<file path="config.mk">
export PLATFORM = sky130hd
export DESIGN_NAME = key_step_conditioner
export DESIGN_NICKNAME = d
export VERILOG_FILES = /design/src/rtl/key_cond_pkg.sv /design/src/rtl/key_cond_channel.sv /design/src/rtl/key_step_conditioner.sv
export SDC_FILE = /design/constraint.sdc
export NUM_CORES = 1
export LEC_CHECK = 0
export CORE_MARGIN = 2
export CORE_UTILIZATION = 55
export DETAILED_ROUTE_END_ITERATION = 8
export GPL_TIMING_DRIVEN = 0
export PLACE_DENSITY = 0.73
export SETUP_SLACK_MARGIN = 0.15
export SLEW_MARGIN = 10
export SYNTH_ARGS = -nofsm -noshare
export SYNTH_HDL_FRONTEND = slang
export SYNTH_SLANG_ARGS = --single-unit
</file>
<file path="constraint.sdc">
create_clock -name clock -period 5.7 [get_ports clock]
set_input_delay 1.14 -clock clock [delete_from_list [all_inputs] [get_ports clock]]
set_output_delay 1.14 -clock clock [all_outputs]
set_load 0.01 [all_outputs]
</file>
<file path="src/rtl/key_cond_pkg.sv">
// key_cond_pkg: shared FSM state type and default timing constants for key conditioning
package key_cond_pkg;

  typedef enum logic [1:0] {
    IDLE         = 2'd0,
    PRESS_WAIT   = 2'd1,
    HELD         = 2'd2,
    RELEASE_WAIT = 2'd3
  } key_state_e;

  localparam int DEF_DEBOUNCE_CYCLES = 500000;
  localparam int DEF_REPEAT_DELAY    = 25000000;
  localparam int DEF_REPEAT_PERIOD   = 5000000;

endpackage

</file>
<file path="src/rtl/key_cond_channel.sv">
// key_cond_channel: one key's synchronizer, debounce FSM and pulses; auto-repeat under KEY_COND_REPEAT_EN
module key_cond_channel
  import key_cond_pkg::*;
#(
  parameter int DEBOUNCE_CYCLES = DEF_DEBOUNCE_CYCLES,
  parameter int CNT_W           = 20,
  parameter int REPEAT_DELAY    = DEF_REPEAT_DELAY,
  parameter int REPEAT_PERIOD   = DEF_REPEAT_PERIOD
) (
  input  logic clock,
  input  logic reset,
  input  logic key_n,
  output logic key_level,
  output logic key_press,
  output logic key_release
);

  localparam logic [CNT_W-1:0] CNT_LAST = CNT_W'(DEBOUNCE_CYCLES - 1);

  logic [1:0]       sync_q, sync_d;
  key_state_e       state_q, state_d;
  logic [CNT_W-1:0] cnt_q, cnt_d;
  logic             level_q, level_d;
  logic             press_q, press_d;
  logic             release_q, release_d;
  logic             pressed;
  logic             accept;
  logic             rep_fire;

  assign sync_d  = {sync_q[0], key_n};
  assign pressed = ~sync_q[1];

  // debounce FSM: a transition is accepted only after DEBOUNCE_CYCLES stable samples
  always_comb begin
    state_d   = state_q;
    cnt_d     = cnt_q;
    accept    = 1'b0;
    release_d = 1'b0;
    case (state_q)
      IDLE: begin
        if (pressed) begin
          state_d = PRESS_WAIT;
          cnt_d   = '0;
        end
      end
      PRESS_WAIT: begin
        if (!pressed) state_d = IDLE;
        else if (cnt_q == CNT_LAST) begin
          state_d = HELD;
          accept  = 1'b1;
        end else cnt_d = cnt_q + 1'b1;
      end
      HELD: begin
        if (!pressed) begin
          state_d = RELEASE_WAIT;
          cnt_d   = '0;
        end
      end
      default: begin
        if (pressed) state_d = HELD;
        else if (cnt_q == CNT_LAST) begin
          state_d   = IDLE;
          release_d = 1'b1;
        end else cnt_d = cnt_q + 1'b1;
      end
    endcase
    level_d = state_d == HELD || state_d == RELEASE_WAIT;
    press_d = accept | rep_fire;
  end

  // state, counter and registered outputs
  always_ff @(posedge clock) begin
    if (reset) begin
      sync_q    <= 2'b11;
      state_q   <= IDLE;
      cnt_q     <= '0;
      level_q   <= 1'b0;
      press_q   <= 1'b0;
      release_q <= 1'b0;
    end else begin
      sync_q    <= sync_d;
      state_q   <= state_d;
      cnt_q     <= cnt_d;
      level_q   <= level_d;
      press_q   <= press_d;
      release_q <= release_d;
    end
  end

`ifdef KEY_COND_REPEAT_EN
  localparam int RPT_W = $clog2(REPEAT_DELAY + 1);
  localparam logic [RPT_W-1:0] RPT_LAST   = RPT_W'(REPEAT_DELAY - 1);
  localparam logic [RPT_W-1:0] RPT_RELOAD = RPT_W'(REPEAT_DELAY - REPEAT_PERIOD);

  logic [RPT_W-1:0] rcnt_q, rcnt_d;

  // repeat counter runs only while held and pressed; reloading after each repeat gives the period
  always_comb begin
    rep_fire = state_q == HELD && pressed && rcnt_q == RPT_LAST;
    rcnt_d   = state_q == PRESS_WAIT || state_d == IDLE ? '0 :
               state_q == HELD && pressed ? (rep_fire ? RPT_RELOAD : rcnt_q + 1'b1) : rcnt_q;
  end

  // repeat counter register
  always_ff @(posedge clock) begin
    if (reset) rcnt_q <= '0;
    else rcnt_q <= rcnt_d;
  end
`else
  assign rep_fire = 1'b0;
`endif

  assign key_level   = level_q;
  assign key_press   = press_q;
  assign key_release = release_q;

endmodule

</file>
<file path="src/rtl/key_step_conditioner.sv">
// key_step_conditioner: debounced level and press/release pulses per key; auto-repeat with KEY_COND_REPEAT_EN
module key_step_conditioner
  import key_cond_pkg::*;
#(
  parameter int NUM_KEYS        = 4,
  parameter int DEBOUNCE_CYCLES = DEF_DEBOUNCE_CYCLES,
  parameter int CNT_W           = 20,
  parameter int REPEAT_DELAY    = DEF_REPEAT_DELAY,
  parameter int REPEAT_PERIOD   = DEF_REPEAT_PERIOD
) (
  input  logic                clock,
  input  logic                reset,
  input  logic [NUM_KEYS-1:0] key_n,
  output logic [NUM_KEYS-1:0] key_level,
  output logic [NUM_KEYS-1:0] key_press,
  output logic [NUM_KEYS-1:0] key_release,
  output logic                any_press
);

  for (genvar i = 0; i < NUM_KEYS; i++) begin : g_ch
    key_cond_channel #(
      .DEBOUNCE_CYCLES(DEBOUNCE_CYCLES),
      .CNT_W          (CNT_W),
      .REPEAT_DELAY   (REPEAT_DELAY),
      .REPEAT_PERIOD  (REPEAT_PERIOD)
    ) u_ch (
      .clock      (clock),
      .reset      (reset),
      .key_n      (key_n[i]),
      .key_level  (key_level[i]),
      .key_press  (key_press[i]),
      .key_release(key_release[i])
    );
  end

  assign any_press = |key_press;

endmodule
</file>
==> impl_metrics.toml <==
[run_status]
status = "finished, final reports clean"

[sta]
relSlewSlack = 0.271
fin_worst_skew_ns = 0.00788
period_share = 0.494
hold_viol_final = 0
rsz0062_at_grt = "no"
worst_slack_ns = 2.89
final.min_clock_period_ns = 2.81
finalSetupViolCount = 0
final_max_slew_viol_count = 0
worstMarginPinSlew_ns = 1.08
max_freq_ghz = 0.355
totalNegativeSetupSlack_ns = 0

[floorplan]
start_util = 0.563
rows = 34
ioPinCount = 19
die_w_um = 98.2
core_area_um2 = 8680
fp.dieArea_um2 = 9650
die_h_um = 98.2

[detailed_routing]
via_count = 4091
viasPerCell = 5.83
firstDrtPassIters = 6
route.detailed.drc = 0
first_iter_violations = 203
finalWirelength_um = 10100
wl_per_cell_um = 14.4
postRouteAntennaNets = 0

[finish]
layout.core_utilization = 0.623
areaGrowthSynthToFinish_pct = 10.8
drive_gt1_frac = 0.103
fill_cells = 795
final_nets = 599
diodes = 0
fin_area_um2 = 5410

[synthesis]
synth_area_um2 = 4880
syn_inst = 561
yosys-top-cells-count = "dfxtp_1, nor2_1, nand3_1"
yosysTopAreaCellShare = 0.443
synth_warnings = 0
ys_seq_area_frac = 0.443
syn_avg_cell_area_um2 = 8.70
synth_cell_types = 62
netlist_top_cells_area = "dfxtp_1, xor2_1, nor2_1"
synth_ff_type = "dfxtp_1"
synth_most_common_cell = "dfxtp_1"
yosysTopAreaCell = "dfxtp_1"
synthArstFlopShare = 0
synth_nets = 571
synth-seq-cells = 108
synth_edf_count = 0

[placed_design]
io_buffers = 17
dpl_cell_area_um2 = 5190
place_congestion = 0.848
dp_slack_ns = 2.86
dp_hpwl_um = 6890

[setup_path]
crit_path_top_delay_cell = "or4_1"
path_class = "reg2out"
end_kind = "output port"
arrival_ns = 1.67
crit_chain = "or4_1 -> clkdlybuf4s50_1"
cp_data_required_time_ns = 4.56
slowest_delay_ns = 0.51
worstSetupStartpointType = "flop"
critPathMaxFanout = 2

[clock_tree]
cts_hold_buf = 0
ctsRootBufferMaster = "clkbuf_8"
cts_buffers = 9
cts_buffer_depth = 2
cts_tree = "yes"
clock_sinks = 108
htreeDepth = 3
cts_setup_buffers = 0
clk_latency_ns = 0.36
cts_resized = 0
clk_pin_slew_ns = 0.10

[pwr]
total_power_mw = 1.31
peakVddDrop_mv = 0.194
p_leak_nw = 1.81
pwr_density_cell_nw_per_um2 = 242

[run]
cap_violations = 0

[grt]
grt_overflow = 0
antenna_found_initial = 0
grt_pass1_wl_um = 17700
first_global_vias = 3856
grt_max_degree = 19
track_usage = 0.218

[worst_hold_path]
hp-class = "reg2reg"
==> per-stage QoR <==
stage | hold WS, ns | std cells
after global placement | 0.391 | 686
final | 0.421 | 702
after floorplan | 0.389 | 561
after global routing | 0.432 | 702
after detailed placement | 0.399 | 686
after CTS | 0.424 | 702
==> flip-flops by register name, summed over array words and instances (netlist names) <==
name,count
g_ch.u_ch.sync_q,8
g_ch.u_ch.state_q,8
g_ch.u_ch.key_release,4
g_ch.u_ch.key_press,4
g_ch.u_ch.key_level,4
g_ch.u_ch.cnt_q,80
==> cells in the final DEF, fill, tap and decap left out, types with 3 or more instances in the layout <==
master	count
dfxtp_1	108
nor2_1	68
nand3_1	42
xor2_1	41
nand2_1	35
a21oi_1	33
nand4_1	26
o21ai_0	21
nor3_1	17
clkdlybuf4s50_1	17
nor4_1	14
and3_1	13
buf_4	13
clkbuf_1	12
xnor2_1	12
or3_1	12
or2_2	12
clkbuf_8	9
or4_1	7
inv_1	6
a31oi_1	5
and4_1	4
ha_1	4
o21bai_1	3
o211ai_1	3
and2_1	3
==> worst max-delay path, delay by kind of cell (launching register included) <==
family,cells,cell delay (ns)
DFF,1,0.32
and+or+nand+nor,1,0.51
buffers and inverters,1,0.49
==> metal layers <==
| metal | track usage | share of wire | vias to the layer above |
|---|---|---|---|
| met1 | 0.296 | 0.48 | 1918 |
| met5 | 0 | 0 | - |
| met3 | 0.0458 | 0.043 | 12 |
| met2 | 0.354 | 0.46 | 92 |
| met4 | 0.0653 | 0.016 | 0 |
| li1 | - | - | 2069 |
==> cells by family after synthesis <==
| group | synth area share |
|---|---|
| DFF | 0.443 |
| buffers and inverters | 0.0356 |
| adders and majority gates | 0.0102 |
| AOI/OAI and AO/OA | 0.103 |
| and+or+nand+nor | 0.311 |
| muxes | 0.00231 |
| xor gates and xnor gates | 0.0951 |
==> final timing paths <==
check / endpoint / from / slack (ns) / cells after the start
worst min-delay path: g_ch[2].u_ch.sync_q[1]$_SDFF_PP1_ / g_ch[2].u_ch.sync_q[0]$_SDFF_PP1_ / 0.42 / 1
worst max-delay path: any_press / g_ch[1].u_ch.key_press$_SDFF_PP0_ / 2.89 / 2
worst max register to register: g_ch[1].u_ch.cnt_q[17]$_SDFFE_PP0P_ / g_ch[1].u_ch.sync_q[1]$_SDFF_PP1_ / 3.28 / 5
worst min register to register: g_ch[2].u_ch.sync_q[1]$_SDFF_PP1_ / g_ch[2].u_ch.sync_q[0]$_SDFF_PP1_ / 0.42 / 1
==> final cells by class <==
type                            instances  area, um^2  share of cell area
Multi-Input combinational cell        420        2550               0.471
Sequential cell                       108        2160               0.400
Timing Repair Buffer                   17         170              0.0315
Buffer                                 27         151              0.0280
Tap cell                              108         135              0.0250
Clock buffer                            9         124              0.0229
Clock inverter                          7        97.6              0.0180
Inverter                                6        22.5             0.00416
==> report_power, final <==
part           switching [mW]  internal [mW]  leakage [nW]  total [mW]
sequential            0.00428          0.758         0.872       0.763
clock                   0.261          0.251         0.112       0.512
combinational          0.0252         0.0113         0.828      0.0365
(Power assumes the default switching activity.)
